$ cat config.mk
export PLATFORM = sky130hd
export DESIGN_NAME = mem_port_arbiter
export DESIGN_NICKNAME = d
export VERILOG_FILES = /design/src/rtl/arb_pkg.sv /design/src/rtl/arb_perf_cnt.sv /design/src/rtl/mem_port_arbiter.sv
export SDC_FILE = /design/constraint.sdc
export NUM_CORES = 1
export LEC_CHECK = 0
export ABC_CLOCK_PERIOD_IN_PS = 2200
export CORE_MARGIN = 1.5
export CORE_UTILIZATION = 40
export DETAILED_ROUTE_END_ITERATION = 10
export GPL_ROUTABILITY_DRIVEN = 0
export PLACE_DENSITY = 0.81
export SYNTH_ARGS = -nofsm -noshare
export SYNTH_HDL_FRONTEND = slang
export SYNTH_SLANG_ARGS = --single-unit
$ cat constraint.sdc
create_clock -name i_clk -period 2.2 [get_ports i_clk]
set_clock_uncertainty 0.15 [all_clocks]
set_input_delay 0.44 -clock i_clk [delete_from_list [all_inputs] [get_ports i_clk]]
set_output_delay 0.44 -clock i_clk [all_outputs]
set_load 0.005 [all_outputs]
$ cat src/rtl/arb_pkg.sv
// Shared types and constants for the unified-memory port arbiter.
package arb_pkg;

    typedef enum logic [1:0] {
        IDLE  = 2'd0,
        GNT_I = 2'd1,
        GNT_D = 2'd2,
        RESP  = 2'd3
    } arb_state_t;

    // Fetches always read the full word.
    localparam logic [3:0]  BE_FULL     = 4'hF;

    // Read data returned to the requester when a grant times out.
    localparam logic [63:0] ABORT_RDATA = 64'd0;

endpackage

$ cat src/rtl/arb_perf_cnt.sv
// 32-bit wrapping event counter with synchronous clear.
module arb_perf_cnt (
    input  logic        i_clk,
    input  logic        i_rst,
    input  logic        i_clr,
    input  logic        i_en,
    output logic [31:0] o_cnt
);

    logic [31:0] r_cnt;

    // Count enabled cycles; wraps naturally at 2^32.
    always_ff @(posedge i_clk) begin
        if (i_rst || i_clr) begin
            r_cnt <= '0;
        end else if (i_en) begin
            r_cnt <= r_cnt + 32'd1;
        end
    end

    assign o_cnt = r_cnt;

endmodule

$ cat src/rtl/mem_port_arbiter.sv
// Shares one single-ported memory between instruction fetch and load/store.
// Data requests win over fetch, except when MAX_D_RUN data grants in a row have
// already starved a pending fetch. Optional performance counters are compiled
// in when ARB_PERF_CNT_EN is defined.
module mem_port_arbiter
    import arb_pkg::*;
#(
    parameter int unsigned ADDR_WIDTH = 32,
    parameter int unsigned DATA_WIDTH = 32,
    parameter int unsigned TIMEOUT    = 16,
    parameter int unsigned MAX_D_RUN  = 4
) (
    input  logic                  i_clk,
    input  logic                  i_rst,
    input  logic                  i_if_req,
    input  logic [ADDR_WIDTH-1:0] i_if_addr,
    output logic [DATA_WIDTH-1:0] o_if_rdata,
    output logic                  o_if_valid,
    input  logic                  i_d_req,
    input  logic                  i_d_we,
    input  logic [3:0]            i_d_be,
    input  logic [ADDR_WIDTH-1:0] i_d_addr,
    input  logic [DATA_WIDTH-1:0] i_d_wdata,
    output logic [DATA_WIDTH-1:0] o_d_rdata,
    output logic                  o_d_valid,
    output logic                  o_stall,
    output logic                  o_err,
    output logic                  o_mem_req,
    output logic                  o_mem_we,
    output logic [3:0]            o_mem_be,
    output logic [ADDR_WIDTH-1:0] o_mem_addr,
    output logic [DATA_WIDTH-1:0] o_mem_wdata,
    input  logic                  i_mem_ack,
    input  logic [DATA_WIDTH-1:0] i_mem_rdata
`ifdef ARB_PERF_CNT_EN
    ,
    output logic [31:0]           o_perf_if_cnt,
    output logic [31:0]           o_perf_d_cnt,
    output logic [31:0]           o_perf_stall_cnt
`endif
);

    localparam int unsigned TW = $clog2(TIMEOUT) + 1;
    localparam int unsigned RW = $clog2(MAX_D_RUN + 1);
    localparam logic [TW-1:0] TMO_LAST = TW'(TIMEOUT - 1);
    localparam logic [RW-1:0] RUN_MAX  = RW'(MAX_D_RUN);
    localparam logic [DATA_WIDTH-1:0] ABORT_VAL = DATA_WIDTH'(ABORT_RDATA);

    arb_state_t            r_state;
    arb_state_t            w_state_next;
    logic                  w_grant_i;
    logic                  w_grant_d;
    logic                  w_in_gnt;
    logic                  w_tmo_hit;
    logic                  w_if_valid;
    logic                  w_d_valid;
    logic                  w_stall;
    logic                  r_sel_d;     // current/last grant belongs to the data port
    logic [TW-1:0]         r_tmo;
    logic [RW-1:0]         r_run;
    logic                  r_err;
    logic                  r_mem_we;
    logic [3:0]            r_mem_be;
    logic [ADDR_WIDTH-1:0] r_mem_addr;
    logic [DATA_WIDTH-1:0] r_mem_wdata;
    logic [DATA_WIDTH-1:0] r_if_rdata;
    logic [DATA_WIDTH-1:0] r_d_rdata;

    assign w_in_gnt = (r_state == GNT_I) || (r_state == GNT_D);

    // Next-state decode: grant selection in IDLE, ack/timeout exit from a grant.
    always_comb begin
        w_state_next = r_state;
        w_grant_i    = 1'b0;
        w_grant_d    = 1'b0;
        w_tmo_hit    = 1'b0;
        unique case (r_state)
            IDLE: begin
                if (i_d_req && !(i_if_req && (r_run == RUN_MAX))) begin
                    w_grant_d    = 1'b1;
                    w_state_next = GNT_D;
                end else if (i_if_req) begin
                    w_grant_i    = 1'b1;
                    w_state_next = GNT_I;
                end
            end
            GNT_I, GNT_D: begin
                if (i_mem_ack) begin
                    w_state_next = RESP;
                end else if (r_tmo == TMO_LAST) begin
                    w_tmo_hit    = 1'b1;
                    w_state_next = RESP;
                end
            end
            RESP:    w_state_next = IDLE;
            default: w_state_next = IDLE;
        endcase
    end

    // State, grant attributes, run/timeout counters and sticky error.
    always_ff @(posedge i_clk) begin
        if (i_rst) begin
            r_state     <= IDLE;
            r_sel_d     <= 1'b0;
            r_tmo       <= '0;
            r_run       <= '0;
            r_err       <= 1'b0;
            r_mem_we    <= 1'b0;
            r_mem_be    <= '0;
            r_mem_addr  <= '0;
            r_mem_wdata <= '0;
        end else begin
            r_state <= w_state_next;
            r_tmo   <= w_in_gnt ? r_tmo + 1'b1 : '0;
            if (w_grant_d) begin
                r_sel_d     <= 1'b1;
                r_mem_we    <= i_d_we;
                r_mem_be    <= i_d_be;
                r_mem_addr  <= i_d_addr;
                r_mem_wdata <= i_d_wdata;
                // Only data grants that bypass a waiting fetch count toward starvation.
                if (!i_if_req) begin
                    r_run <= '0;
                end else if (r_run != RUN_MAX) begin
                    r_run <= r_run + 1'b1;
                end
            end
            if (w_grant_i) begin
                r_sel_d     <= 1'b0;
                r_mem_we    <= 1'b0;
                r_mem_be    <= BE_FULL;
                r_mem_addr  <= i_if_addr;
                r_mem_wdata <= '0;
                r_run       <= '0;
            end
            if (w_tmo_hit) begin
                r_err <= 1'b1;
            end
        end
    end

    // Read-data capture on ack, or the abort value on timeout.
    always_ff @(posedge i_clk) begin
        if (i_rst) begin
            r_if_rdata <= '0;
            r_d_rdata  <= '0;
        end else if (w_in_gnt && i_mem_ack) begin
            if (!r_sel_d) begin
                r_if_rdata <= i_mem_rdata;
            end else if (!r_mem_we) begin
                r_d_rdata <= i_mem_rdata;
            end
        end else if (w_tmo_hit) begin
            if (!r_sel_d) begin
                r_if_rdata <= ABORT_VAL;
            end else begin
                r_d_rdata <= ABORT_VAL;
            end
        end
    end

    assign w_if_valid = (r_state == RESP) && !r_sel_d;
    assign w_d_valid  = (r_state == RESP) && r_sel_d;
    assign w_stall    = (i_if_req && !w_if_valid) || (i_d_req && !w_d_valid);

    assign o_if_rdata  = r_if_rdata;
    assign o_if_valid  = w_if_valid;
    assign o_d_rdata   = r_d_rdata;
    assign o_d_valid   = w_d_valid;
    assign o_stall     = w_stall;
    assign o_err       = r_err;
    assign o_mem_req   = w_in_gnt;
    assign o_mem_we    = r_mem_we;
    assign o_mem_be    = r_mem_be;
    assign o_mem_addr  = r_mem_addr;
    assign o_mem_wdata = r_mem_wdata;

`ifdef ARB_PERF_CNT_EN
    arb_perf_cnt u_perf_if (
        .i_clk (i_clk),
        .i_rst (i_rst),
        .i_clr (1'b0),
        .i_en  (w_grant_i),
        .o_cnt (o_perf_if_cnt)
    );

    arb_perf_cnt u_perf_d (
        .i_clk (i_clk),
        .i_rst (i_rst),
        .i_clr (1'b0),
        .i_en  (w_grant_d),
        .o_cnt (o_perf_d_cnt)
    );

    arb_perf_cnt u_perf_stall (
        .i_clk (i_clk),
        .i_rst (i_rst),
        .i_clr (1'b0),
        .i_en  (w_stall),
        .o_cnt (o_perf_stall_cnt)
    );
`endif

endmodule

==> results.sh <==
export IMPL_synth_top_family_by_area="compound AO/OA/AOI/OAI gates"
export IMPL_fmax_mhz=479
export IMPL_slowest_delay_ns=0.34
export IMPL_root_buffer="clkbuf_16"
export IMPL_tightest_slew_ns=0.488
export IMPL_pin_count=276
export IMPL_core_area_um2=13200
export IMPL_setup_ws_ns=0.111
export IMPL_routedWlPerCell_um=16.0
export IMPL_synth_mux_area_share_pct=0
export IMPL_synth_area_leaders="dfxtp_1 53%, a21oi_1 10%, nand2_1 9.7%"
export IMPL_clk_pin_slew_ns=0.05
export IMPL_crit_path_end_kind="output port"
export IMPL_ys_seq_area_share_pct=53.3
export IMPL_timing_final_crit_period_ns=2.09
export IMPL_antenna_cells=0
export IMPL_timing_final_crit_share_pct=94.9
export IMPL_antenna_found_initial=0
export IMPL_maxSlewViolCount=0
export IMPL_dp_hpwl_um=11500
export IMPL_die_w_um=120
export IMPL_reg2regPathDepth=8
export IMPL_area_delta_synth_final_pct=64.1
export IMPL_clock_sinks=145
export IMPL_grt_use_total_pct=23.9
export IMPL_start_util_pct=41.1
export IMPL_drt_antenna_violating_nets=0
export IMPL_slowest_stage="dfxtp_1"
export IMPL_power_frac_comb_pct=34.4
export IMPL_yosysWarnings=0
export IMPL_synth_nets=777
export IMPL_rsz0062_at_grt="false"
export IMPL_power_frac_clock_pct=29.1
export IMPL_grt_pass1_vias=5302
export IMPL_wl_um=17300
export IMPL_row_count=42
export IMPL_critPathLaunchType="flip-flop"
export IMPL_synthCells=633
export IMPL_crit_arrival_ns=1.50
export IMPL_crit_path_start="r_state[0]"
export IMPL_die_area_um2=14300
export IMPL_cellLeakagePower_uw=0.00325
export IMPL_maxCapViolCount=0
export IMPL_p_sw_share_pct=30.8
export IMPL_ys_seq_elements=145
export IMPL_drt_iter0_drc=379
export IMPL_outcome="completed"
export IMPL_grt_max_degree=104
export IMPL_io_buffers=275
export IMPL_synth_top_area_share_pct=53.3
export IMPL_pre_cts_ws_ns=-0.0456
export IMPL_synth_edff_count=0
export IMPL_crit_type="flip-flop to output port"
export IMPL_cts_made_buffers=17
export IMPL_hold_buffers=0
export IMPL_synth_simple_gate_area_share_pct=17.5
export IMPL_r2r_start="r_tmo[0]"
export IMPL_die_h_um=120
export IMPL_fillCellCount=1063
export IMPL_synth_compound_area_share_pct=21.0
export IMPL_p_int_uw=6150
export IMPL_nets=1036
export IMPL_ys_flop_type="dfxtp_1"
export IMPL_dr_total_vias=5488
export IMPL_worstPathMaxFanout=2
export IMPL_cts_path_max_buffers=2
export IMPL_cp_cell_sequence="ha_2, nand2_1, a21oi_1, a21oi_1, dlygate4sd2_1"
export IMPL_power_density_nw_per_um2=995
export IMPL_postLayoutCoreUtil_pct=67.5
export IMPL_synthDistinctLibCells=34
export IMPL_overflow=0
export IMPL_r2r_end="o_if_rdata[11]"
export IMPL_cts_tree="yes"
export IMPL_cts_max_level=4
export IMPL_drtPass1Iterations=5
export IMPL_r2r_slack_ns=0.16
export IMPL_critPathRequiredTime_ns=1.61
export IMPL_drc=0
export IMPL_path_common_cell="a21oi_1"
export IMPL_seq_power_share_pct=36.5
export IMPL_cp_endpoint="o_stall"
export IMPL_relSlewSlack_pct=67.5
export IMPL_synth_area_um2=5450
export IMPL_via_per_inst=5.09
export IMPL_synth_fa_ha_area_share_pct=1.38
export IMPL_finalSetupViolCount=0
export IMPL_yosysTopAreaCell="dfxtp_1"
export IMPL_power_switching_uw=2750
export IMPL_async_reset_ff_share_pct=0
export IMPL_final_layout_size_suffix_gt1_share_pct=6.87
export IMPL_grt_pass1_wl_um=27100
export IMPL_ir_drop_uv=514
export IMPL_hold_violations=0
export IMPL_clk_latency_ns=0.42
export IMPL_synth_xor_area_share_pct=0.321
export IMPL_avgSynthCellArea_um2=8.61
export IMPL_hp_class="input port to flip-flop"
==> cell type report <==
cell class / instances / area (um^2) / area share [%]
Clock buffer: 25 / 495 / 5.54
Timing Repair Buffer: 295 / 3030 / 33.9
Clock inverter: 5 / 30.0 / 0.336
Inverter: 8 / 30.0 / 0.336
Tap cell: 176 / 220 / 2.46
Sequential cell: 145 / 2910 / 32.5
Multi-Input combinational cell: 425 / 2230 / 25.0
==> Yosys cell counts, drive strengths merged, types with 2 or more instances <==
cell    count
dfxtp     145
nand2     141
a21oi     112
a22oi      65
nor2       41
buf        40
nand3      37
clkbuf     15
inv         8
ha          6
nor2b       3
a31oi       2
and3        2
o21ai       2
==> state kept, by name, summed over array words and instances, names as in the netlist <==
| register | flops |
|---|---|
| o_d_rdata | 32 |
| o_err | 1 |
| o_if_rdata | 32 |
| o_mem_addr | 32 |
| o_mem_be | 4 |
| o_mem_wdata | 32 |
| o_mem_we | 1 |
| r_run | 3 |
| r_sel_d | 1 |
| r_state | 2 |
| r_tmo | 5 |
==> routing by layer <==
metal  track usage [%]  part of all wire [%]
met5                 0                     0
met4              10.0                   3.1
met3              7.84                   7.2
met2              38.8                    49
met1              29.0                    41
==> logic make-up (layout without fill, tap and decap cells) <==
logic type               Yosys count  count (layout)
AND/OR/NAND/NOR                  232             232
XOR/XNOR                           2               2
flip-flops                       145             145
adder cells (fa/ha/maj)            6               6
buffers and inverters             63             333
AO/OA/AOI/OAI                    185             185
==> power by group through the flow <==
stage | clock (uW) | sequential (uW) | combinational (uW)
final | 2590 | 3250 | 3060
after detailed placement | 0 | 3280 | 3010
after CTS | 2630 | 3240 | 3070
after global placement | 0 | 3270 | 2990
after floorplan | 0 | 3300 | 1520
after global routing | 2750 | 3290 | 3340
==> metrics by stage <==
stage	TNS (ns)	instances	total power, uW	hold WS [ns]	instance area [um^2]
after global routing	0	1079	9390	0.292	8940
final	0	1079	8900	0.284	8940
after global placement	-0.0222	1049	6260	0.283	8380
after CTS	0	1079	8950	0.279	8930
after detailed placement	-0.0456	1049	6290	0.290	8380
after floorplan	0	633	4820	0.268	5450
==> worst min-delay path by stage <==
stage,start,to,cells past startpoint
global placement,r_tmo[0],r_tmo[0],1
detailed placement,r_tmo[0],r_tmo[0],1
global route,i_rst,r_run[0],3
floorplan,r_tmo[0],r_tmo[0],1
CTS,i_rst,r_run[0],3
finish,i_rst,r_run[0],3
==> layout by cell type (no fill, tap or decap), types with 2 or more instances in the layout <==
cell type	instances
ha_1	4
buf_12	10
a31oi_1	2
dfxtp_2	2
a22oi_1	59
clkdlybuf4s50_1	270
nor2b_4	2
clkbuf_1	4
nand3_1	37
clkbuf_16	17
a21oi_1	111
nand2_1	141
dfxtp_1	143
dlygate4sd2_1	2
nor2_1	41
clkbuf_8	4
inv_1	8
and3_1	2
clkinvlp_4	2
a22oi_2	6
clkinv_2	3
dlymetal6s2s_1	2
buf_4	11
==> critical path: cells and delay by family (launching register included) <==
family          cells  cell delay (ns)
flops               1             0.34
buf+inv             1             0.26
compound gates      2             0.22
fa+ha+maj           1             0.19
simple gates        1             0.08
==> repair_timing <==
| action | 4_1_cts | 5_1_grt |
|---|---|---|
| setup endpoints to repair | 4 | 4 |
| buffers inserted | 0 | 0 |
| hold endpoints to repair | 0 | 0 |
| resized for setup | 7 | 4 |
Note: power is estimated with default switching activity, not from simulation.
